===== src/rtl/sccu_fetch_pkg.sv =====
// Shared definitions for the sccu fetch / next-PC stage: pcsource encodings,
// FSM state encoding, instruction field positions and the default reset PC.
package sccu_fetch_pkg;

    localparam logic [31:0] DEFAULT_RESET_PC = 32'h0000_0000;

    typedef enum logic [1:0] {
        PC_SEQ = 2'b00,
        PC_BR  = 2'b01,
        PC_JR  = 2'b10,
        PC_J   = 2'b11
    } pcsrc_e;

    typedef enum logic [1:0] {
        IDLE  = 2'b00,
        REQ   = 2'b01,
        ISSUE = 2'b10
    } fetch_state_e;

    localparam int OP_MSB   = 31;
    localparam int OP_LSB   = 26;
    localparam int FUNC_MSB = 5;
    localparam int FUNC_LSB = 0;
    localparam int IMM_MSB  = 15;
    localparam int IMM_LSB  = 0;
    localparam int ADDR_MSB = 25;
    localparam int ADDR_LSB = 0;

    // Sign-extended, word-scaled branch displacement taken from the low instruction field.
    function automatic logic [31:0] br_offset(input logic [ADDR_MSB:ADDR_LSB] addr26);
        return {{14{addr26[IMM_MSB]}}, addr26[IMM_MSB:IMM_LSB], 2'b00};
    endfunction

endpackage


===== src/rtl/sccu_npc.sv =====
// Purely combinational next-PC selection: sequential, branch, register (jr)
// and jump targets, plus a flag for a misaligned jr target.
module sccu_npc
    import sccu_fetch_pkg::*;
(
    input  logic [31:0]            pc,
    input  logic [ADDR_MSB:ADDR_LSB] addr26,
    input  logic [31:0]            rs_data,
    input  logic [1:0]             pcsource,
    output logic [31:0]            pc4,
    output logic [31:0]            next_pc,
    output logic                   jr_misaligned
);

    logic [31:0] pc4_s;

    assign pc4_s = pc + 32'd4;
    assign pc4   = pc4_s;

    // Target mux; jr drops the two low bits and reports if they were set.
    always_comb begin
        next_pc       = pc4_s;
        jr_misaligned = 1'b0;
        case (pcsrc_e'(pcsource))
            PC_SEQ: next_pc = pc4_s;
            PC_BR:  next_pc = pc4_s + br_offset(addr26);
            PC_JR: begin
                next_pc       = {rs_data[31:2], 2'b00};
                jr_misaligned = (rs_data[1:0] != 2'b00);
            end
            PC_J:   next_pc = {pc4_s[31:28], addr26, 2'b00};
            default: next_pc = pc4_s;
        endcase
    end

endmodule


===== src/rtl/sccu_fetch.sv =====
// Instruction fetch and next-PC stage feeding the single-cycle decoder.
// Optional commit counter output enabled with macro SCCU_FETCH_RETIRE_CNT_EN.
module sccu_fetch
    import sccu_fetch_pkg::*;
#(
    parameter int            AW       = 32,
    parameter logic [AW-1:0] RESET_PC = DEFAULT_RESET_PC
) (
    input  logic          clk,
    input  logic          clrn,
    input  logic [1:0]    pcsource,
    input  logic [31:0]   rs_data,
    input  logic          commit,
    output logic          imem_req,
    output logic [AW-1:0] imem_addr,
    input  logic          imem_ack,
    input  logic [31:0]   imem_rdata,
    output logic [AW-1:0] pc,
    output logic [AW-1:0] pc4,
    output logic [31:0]   inst,
    output logic [5:0]    op,
    output logic [5:0]    func,
    output logic          inst_valid,
    output logic          addr_err
`ifdef SCCU_FETCH_RETIRE_CNT_EN
   ,output logic [31:0]   retire_cnt
`endif
);

    fetch_state_e  state_r, state_nxt;
    logic [AW-1:0] pc_r, pc_nxt;
    logic [31:0]   inst_r, inst_nxt;
    logic          imem_req_r;
    logic          inst_valid_r;
    logic          addr_err_r;
    logic          accept_s;
    logic [AW-1:0] npc_s;
    logic [AW-1:0] pc4_s;
    logic          jr_mis_s;

    sccu_npc u_npc (
        .pc            (pc_r),
        .addr26        (inst_r[ADDR_MSB:ADDR_LSB]),
        .rs_data       (rs_data),
        .pcsource      (pcsource),
        .pc4           (pc4_s),
        .next_pc       (npc_s),
        .jr_misaligned (jr_mis_s)
    );

    // Next-state logic; ack outside REQ and commit outside ISSUE fall through untouched.
    always_comb begin
        state_nxt = state_r;
        pc_nxt    = pc_r;
        inst_nxt  = inst_r;
        accept_s  = 1'b0;
        case (state_r)
            IDLE: state_nxt = REQ;
            REQ: begin
                if (imem_ack) begin
                    inst_nxt  = imem_rdata;
                    state_nxt = ISSUE;
                end else begin
                    state_nxt = REQ;
                end
            end
            ISSUE: begin
                if (commit) begin
                    pc_nxt    = npc_s;
                    accept_s  = 1'b1;
                    state_nxt = REQ;
                end else begin
                    state_nxt = ISSUE;
                end
            end
            default: state_nxt = IDLE;
        endcase
    end

    // State and output registers; req/valid are registered from the next state.
    always_ff @(posedge clk or negedge clrn) begin
        if (!clrn) begin
            state_r      <= IDLE;
            pc_r         <= RESET_PC;
            inst_r       <= 32'h0000_0000;
            imem_req_r   <= 1'b0;
            inst_valid_r <= 1'b0;
            addr_err_r   <= 1'b0;
        end else begin
            state_r      <= state_nxt;
            pc_r         <= pc_nxt;
            inst_r       <= inst_nxt;
            imem_req_r   <= (state_nxt == REQ);
            inst_valid_r <= (state_nxt == ISSUE);
            addr_err_r   <= accept_s & jr_mis_s;
        end
    end

`ifdef SCCU_FETCH_RETIRE_CNT_EN
    logic [31:0] retire_cnt_r;

    // Count accepted commits; wraps naturally at 2^32.
    always_ff @(posedge clk or negedge clrn) begin
        if (!clrn) begin
            retire_cnt_r <= 32'h0000_0000;
        end else if (accept_s) begin
            retire_cnt_r <= retire_cnt_r + 32'd1;
        end else begin
            retire_cnt_r <= retire_cnt_r;
        end
    end

    assign retire_cnt = retire_cnt_r;
`endif

    assign imem_req   = imem_req_r;
    assign imem_addr  = pc_r;
    assign pc         = pc_r;
    assign pc4        = pc4_s;
    assign inst       = inst_r;
    assign op         = inst_r[OP_MSB:OP_LSB];
    assign func       = inst_r[FUNC_MSB:FUNC_LSB];
    assign inst_valid = inst_valid_r;
    assign addr_err   = addr_err_r;

endmodule


===== config.mk =====
export PLATFORM = sky130hd
export DESIGN_NAME = sccu_fetch
export DESIGN_NICKNAME = d
export VERILOG_FILES = /design/src/rtl/sccu_fetch_pkg.sv /design/src/rtl/sccu_npc.sv /design/src/rtl/sccu_fetch.sv
export SDC_FILE = /design/constraint.sdc
export NUM_CORES = 1
export LEC_CHECK = 0
export CAP_MARGIN = 15
export CORE_AREA = 2 2 113 115
export DETAILED_ROUTE_END_ITERATION = 12
export DIE_AREA = 0 0 115 117
export PLACE_DENSITY = 0.85
export SLEW_MARGIN = 20
export SYNTH_ARGS = -nofsm -noshare
export SYNTH_HDL_FRONTEND = slang
export SYNTH_HIERARCHICAL = 1
export SYNTH_SLANG_ARGS = --single-unit

===== constraint.sdc =====
create_clock -name clk -period 5.74 [get_ports clk]
set_clock_uncertainty 0.15 [all_clocks]
set_input_delay 0.861 -clock clk [delete_from_list [all_inputs] [get_ports clk]]
set_output_delay 0.861 -clock clk [all_outputs]
set_load 0.02 [all_outputs]

==> results of run 1 <==
-- power by group --
part | switching (mW) | internal, mW | leakage, nW | total (mW)
clock network | 0.241 | 0.387 | 0.159 | 0.628
logic | 2.23 | 2.11 | 2.48 | 4.33
registers | 0.367 | 0.720 | 0.832 | 1.09
total | 2.83 | 3.21 | 3.47 | 6.05
-- synthesized netlist by cell type (9+ instances only) --
cell type,instances
dfrtp_1,69
buf_4,46
mux2_2,39
nor2_1,38
nand2_1,37
ha_1,34
a21oi_1,31
xnor2_1,31
mux2_4,28
mux4_2,24
o21ai_0,24
xor2_1,20
nand3_1,19
inv_1,13
a21o_1,10
nand4_1,10
and3_1,9
clkbuf_1,9
nor2b_1,9
-- metrics by stage --
| step | util (%) | setup WS (ps) | cells |
|---|---|---|---|
| 6_report | 66.3 | 1130 | 888 |
| 3_5_place_dp | 63.6 | 1260 | 872 |
| 5_1_grt | 66.3 | 888 | 888 |
| 4_1_cts | 66.3 | 1240 | 888 |
| 2_1_floorplan | - | 1390 | 575 |
| 3_3_place_gp | 63.6 | 1400 | 872 |
-- flip-flops by register name, summed over array words and instances, names as in the netlist --
signal      flops
state_r         2
imem_addr      32
imem_req        1
addr_err        1
inst           32
inst_valid      1
-- critical path, cell delays in order (launching register included) --
cell and delay (ps):
dfrtp_1 460, and3_1 240, nand4_1 140, nor2_1 380, nand2_1 170, nor2_1 220
xor2_1 320, ha_1 380, a21oi_1 280, o21ai_1 140, a311oi_1 340, o211ai_1 160
nand3_1 180, o21ai_0 160, xor2_1 160, nand2_1 120, xnor2_1 110, o21ai_0 80
mux2_2 280
-- path summary, 6_finish.rpt --
| path | from | end | slack (ps) | depth (start not counted) |
|---|---|---|---|---|
| worst min register to register | inst[31] | inst[31] | 390 | 1 |
| worst max-delay path | imem_addr[9] | imem_addr[31] | 1130 | 18 |
| worst max register to register | imem_addr[9] | imem_addr[31] | 1130 | 18 |
| max in group asynchronous | clrn | imem_addr[20] | 4360 | 1 |
| min in group asynchronous | clrn | state_r[0] | 470 | 1 |
| worst min-delay path | inst[31] | inst[31] | 390 | 1 |
-- cells by family (layout without fill, tap and decap cells) --
family | Yosys count | after routing | share of synthesized area, %
flip-flops | 69 | 69 | 28.8
AND/OR/NAND/NOR | 145 | 145 | 12.4
buffers and inverters | 80 | 243 | 9.00
multiplexers | 94 | 94 | 23.8
XOR/XNOR | 51 | 51 | 7.44
adder cells (fa/ha/maj) | 35 | 35 | 7.42
AO/OA/AOI/OAI | 101 | 101 | 11.2
-- placed cells by master, fill, tap and decap left out, drive strengths merged, types with 2 or more instances in the layout --
cell | netlist | final
a311oi | 2 | 2
o21a | 4 | 4
xnor2 | 31 | 31
xor2 | 20 | 20
buf | 53 | 5
o31ai | 2 | 2
nand4 | 10 | 10
a21boi | 2 | 2
clkbuf | 14 | 9
bufinv | 0 | 2
mux4 | 24 | 24
and2 | 5 | 5
o41ai | 2 | 2
mux2i | 3 | 3
and3 | 10 | 10
a211oi | 6 | 6
nor4 | 2 | 2
clkdlybuf4s50 | 0 | 209
o211ai | 3 | 3
nor2b | 10 | 10
a21o | 10 | 10
and4 | 3 | 3
nand2 | 37 | 37
o21ai | 27 | 27
dfrtp | 69 | 69
nand3 | 19 | 19
nor2 | 38 | 38
inv | 13 | 16
nor3b | 2 | 2
nand3b | 2 | 2
a21oi | 32 | 32
nand2b | 3 | 3
mux2 | 67 | 67
ha | 34 | 34
nor3 | 3 | 3
-- layer usage --
metal	GRT usage [%]	wire length (um)
met2	44.0	8420
met5	0	0
met1	32.7	7210
met3	5.41	1210
met4	10.8	463
-- cell type report --
class	count	area, sq um
inverters	13	48.8
repair buffers	214	2120
fillers	951	4160
clock buffers	9	225
well taps	150	188
clock inverters	7	105
multi-input cells	426	3740
flip-flops and latches	69	1730
==> results.py, run 1 <==
metrics = {
    "floorplanning": {
        "start_util_pct": 48.8,
        "die_width_um": 115,
        "rows": 41,
        "die_area_sq_um": 13500,
        "fp.dieH_um": 117,
        "num_io_pins": 213,
        "core_sq_um": 12300,
    },
    "synthesis": {
        "synth-seq-cells": 69,
        "yosys.area.top_type": "dfrtp_1",
        "synth_area_per_cell_sq_um": 10.4,
        "yosys.cell_types.count": 63,
        "async_flop_share_pct": 100,
        "syn-num-nets": 680,
        "synth_seq_area_share_pct": 28.7,
        "synth.top_cell.area_share_pct": 28.7,
        "synth.cell_area_sq_um": 6010,
        "synth.area.top_cells": "dfrtp_1 29%, mux4_2 9.0%, mux2_2 7.3%",
        "ys_warn_count": 6,
        "synth_edf_count": 0,
        "synth_ff_type": "dfrtp_1",
        "synthCells": 575,
    },
    "pwr": {
        "leakage_nw": 3.47,
        "power_mw": 6.05,
        "p_per_area_nw_per_um2": 742,
        "peakVddDrop_mv": 0.458,
    },
    "global_route": {
        "grt_pass1_vias": 5309,
        "grt_pass1_wl_um": 27100,
        "antenna_found_initial": 0,
        "overflow": 0,
        "grt_max_degree": 70,
        "grt_use_total_pct": 26.0,
    },
    "drt": {
        "drc_errors": 0,
        "wire_per_inst_um": 19.5,
        "drt_iter0_markers": 353,
        "drtAntennaViolNets": 0,
        "first_pass_iters": 5,
        "routed-via-count": 5234,
        "viasPerCell": 5.89,
        "wl_um": 17300,
    },
    "clock_network": {
        "cts.sinks": 69,
        "clockBufferDepth": 2,
        "post-cts-setup-buffers": 0,
        "cts_root_buf": "clkbuf_16",
        "clk_latency_ps": 350,
        "tritoncts": "yes",
        "clk_pin_slew_ps": 70,
        "h-tree-depth": 3,
        "cts_made_buffers": 9,
        "cts-resized-gates": 0,
        "cts_hold_buf": 0,
    },
    "min_path": {
        "hold_path.class": "reg2reg",
    },
    "placed_design": {
        "dpl.hpwl_um": 12800,
        "dpl_cell_area_sq_um": 7830,
        "gp_congestion": 0.916,
        "io_buffers": 212,
    },
    "sta": {
        "rsz0062_at_grt": "false",
        "relSlewSlack_pct": 39.8,
        "post-route-min-period_ps": 4610,
        "hold_viol_final": 0,
        "min_period_over_period_pct": 80.2,
        "maxSlewViolCount": 0,
        "fmax_ghz": 0.217,
        "setup_viol": 0,
        "setup_tns_ps": 0,
        "holdWs_ps": 393,
        "worst_pin_slew_ps": 903,
    },
    "setup_path": {
        "cp.required_ps": 5830,
        "cp_max_fo": 7,
        "arrival_ps": 4690,
        "cp-end-kind": "flop",
        "cp-start-kind": "flop",
        "critical_path_class": "reg2reg",
    },
    "layout": {
        "area_growth_pct": 35.8,
        "drive_gt1_share_pct": 16.8,
        "antenna_cells": 0,
        "final_area_sq_um": 8160,
        "final_nets": 838,
    },
    "outcome": {
        "run_status": "complete, no violations",
    },
    "job": {
        "cap_viol_max_count": 0,
    },
}
Note: power is estimated with default switching activity, not from simulation.
==> inputs of run 2 (changes only) <==
CORE_AREA = 2 2 118 120   (was 2 2 113 115)
DIE_AREA = 0 0 120 122   (was 0 0 115 117)
PLACE_DENSITY = 0.78   (was 0.85)
clock period = 4.8 ns   (was 5.74 ns; I/O delays follow)
==> results.py, run 2 (synthesized netlist as in run 1, its figures left out) <==
metrics = {
    "setup_path": {
        "r2r_slack_ps": 420,
        "critical_path_class": "reg2reg",
        "arrival_ps": 4460,
        "cp_max_fo": 8,
        "cp-end-kind": "flop",
        "cp.required_ps": 4870,
        "cp-start-kind": "flop",
    },
    "pwr": {
        "intPower_mw": 3.83,
        "pwr-share-comb_pct": 72.2,
        "clkPwrFrac_pct": 9.8,
        "p_switching_mw": 3.35,
        "switching_share_pct": 46.6,
        "leakage_nw": 3.47,
        "p_seq_share_pct": 18.0,
        "p_per_area_nw_per_um2": 875,
        "peakVddDrop_mv": 0.376,
    },
    "sta": {
        "setup_viol": 0,
        "relSlewSlack_pct": 35.6,
        "hold_viol_final": 0,
        "setup_tns_ps": 0,
        "maxSlewViolCount": 0,
        "post-route-min-period_ps": 4380,
        "rsz0062_at_grt": "false",
        "fmax_ghz": 0.228,
        "worst_pin_slew_ps": 966,
        "setup_ws_ps": 419,
        "min_period_over_period_pct": 91.3,
    },
    "job": {
        "cap_viol_max_count": 0,
    },
    "layout": {
        "antenna_cells": 0,
        "seq_area_sq_um": 1730,
        "multiInputGateArea_sq_um": 3770,
        "layout_common_cells": "209 x clkdlybuf4s50_1, 69 x dfrtp_1, 39 x mux2_2, 37 x nand2_1, 36 x nor2_1",
        "fin_cells": 918,
        "drive_gt1_share_pct": 17.3,
        "final_common_cell": "clkdlybuf4s50_1",
        "fillCellCount": 1101,
        "final_nets": 838,
        "area_growth_pct": 36.6,
    },
    "drt": {
        "wire_per_inst_um": 18.4,
        "first_pass_iters": 5,
        "drc_errors": 0,
        "drtAntennaViolNets": 0,
        "wl_um": 16900,
        "routed-via-count": 5051,
        "viasPerCell": 5.50,
        "drt_iter0_markers": 333,
    },
    "floorplanning": {
        "start_util_pct": 44.5,
        "rows": 43,
        "fp.dieH_um": 122,
        "core_sq_um": 13500,
        "num_io_pins": 213,
        "die_area_sq_um": 14600,
        "die_width_um": 120,
    },
    "clock_network": {
        "clk_pin_slew_ps": 60,
        "clk_latency_ps": 340,
        "cts_root_buf": "clkbuf_16",
        "tritoncts": "yes",
        "clockBufferDepth": 2,
        "cts_hold_buf": 0,
        "cts_made_buffers": 9,
        "cts.sinks": 69,
        "h-tree-depth": 3,
    },
    "min_path": {
        "hold_path.class": "in2async",
    },
    "placed_design": {
        "place_ws_ps": 282,
        "dp_cells": 902,
        "io_buffers": 212,
        "gp_congestion": 0.927,
        "dpl.hpwl_um": 12400,
    },
    "outcome": {
        "run_status": "complete, no violations",
    },
    "global_route": {
        "grt_pass1_wl_um": 26800,
        "antenna_found_initial": 0,
        "grt_pass1_vias": 5142,
        "grt_use_total_pct": 23.2,
        "grt_max_degree": 70,
        "overflow": 0,
    },
}
run 2: cell count changes in the layout (fill, tap and decap cells not counted), sizes merged:
cell	previous run	this run
bufinv	2	1
clkbuf	9	13
inv	16	13
run 2: cell type report:
type	count	area share [%]
tap	180	2.74
clock inverter	3	0.518
timing repair buffer	214	25.9
clock buffer	13	3.29
inverter	13	0.595
sequential	69	21.0
multi-input combinational	426	45.9
run 2: power by group through the flow:
stage / Combinational [mW] / Sequential, mW / Clock [mW]
finish: 5.18 / 1.29 / 0.706
global route: 5.57 / 1.34 / 0.749
CTS: 5.17 / 1.28 / 0.723
detailed placement: 5.14 / 1.29 / 0
global placement: 5.08 / 1.26 / 0
floorplan: 3.27 / 1.52 / 0
run 2: critical path: stages, from the launching register on:
cell,delay [ps]
dfrtp_1,470
and3_1,260
nand3_1,200
nor2_2,220
and2_1,250
nand4_1,150
xnor2_1,220
ha_1,450
nand4_1,160
nor2_1,150
nand3_1,120
o21ai_0,400
a21oi_1,170
xnor2_1,160
mux4_2,440
mux2_2,270
run 2: path summary, 6_finish.rpt:
check / cells past startpoint / to / from
max: 15 / imem_addr[23] / imem_addr[4]
min: 1 / state_r[0] / clrn
max reg2reg: 15 / imem_addr[23] / imem_addr[4]
min reg2reg: 1 / inst[18] / inst[18]
max in group asynchronous: 1 / imem_addr[16] / clrn
min in group clk: 1 / inst[18] / inst[18]
run 2: timing repair:
item,CTS,global route
resized for setup,0,6
buffers inserted,0,0
setup endpoints to repair,0,3
endpoints found under the hold margin,0,0
run 2: stage by stage:
stage / utilization, % / area (sq um) / power (mW) / hold WS [ps]
after global routing: 60.8 / 8210 / 7.66 / 408
after CTS: 60.5 / 8180 / 7.18 / 391
after detailed placement: 58.2 / 7860 / 6.42 / 369
final: 60.8 / 8210 / 7.18 / 365
after global placement: 58.2 / 7860 / 6.34 / 361
after floorplan: - / 6010 / 4.79 / 274
run 2: metal layers:
layer	track usage, %	vias up	routed length, um
met5	0	-	0
met4	7.57	0	260
met3	4.17	17	935
met2	38.8	178	8180
met1	30.4	2486	7550
li1	-	2370	-
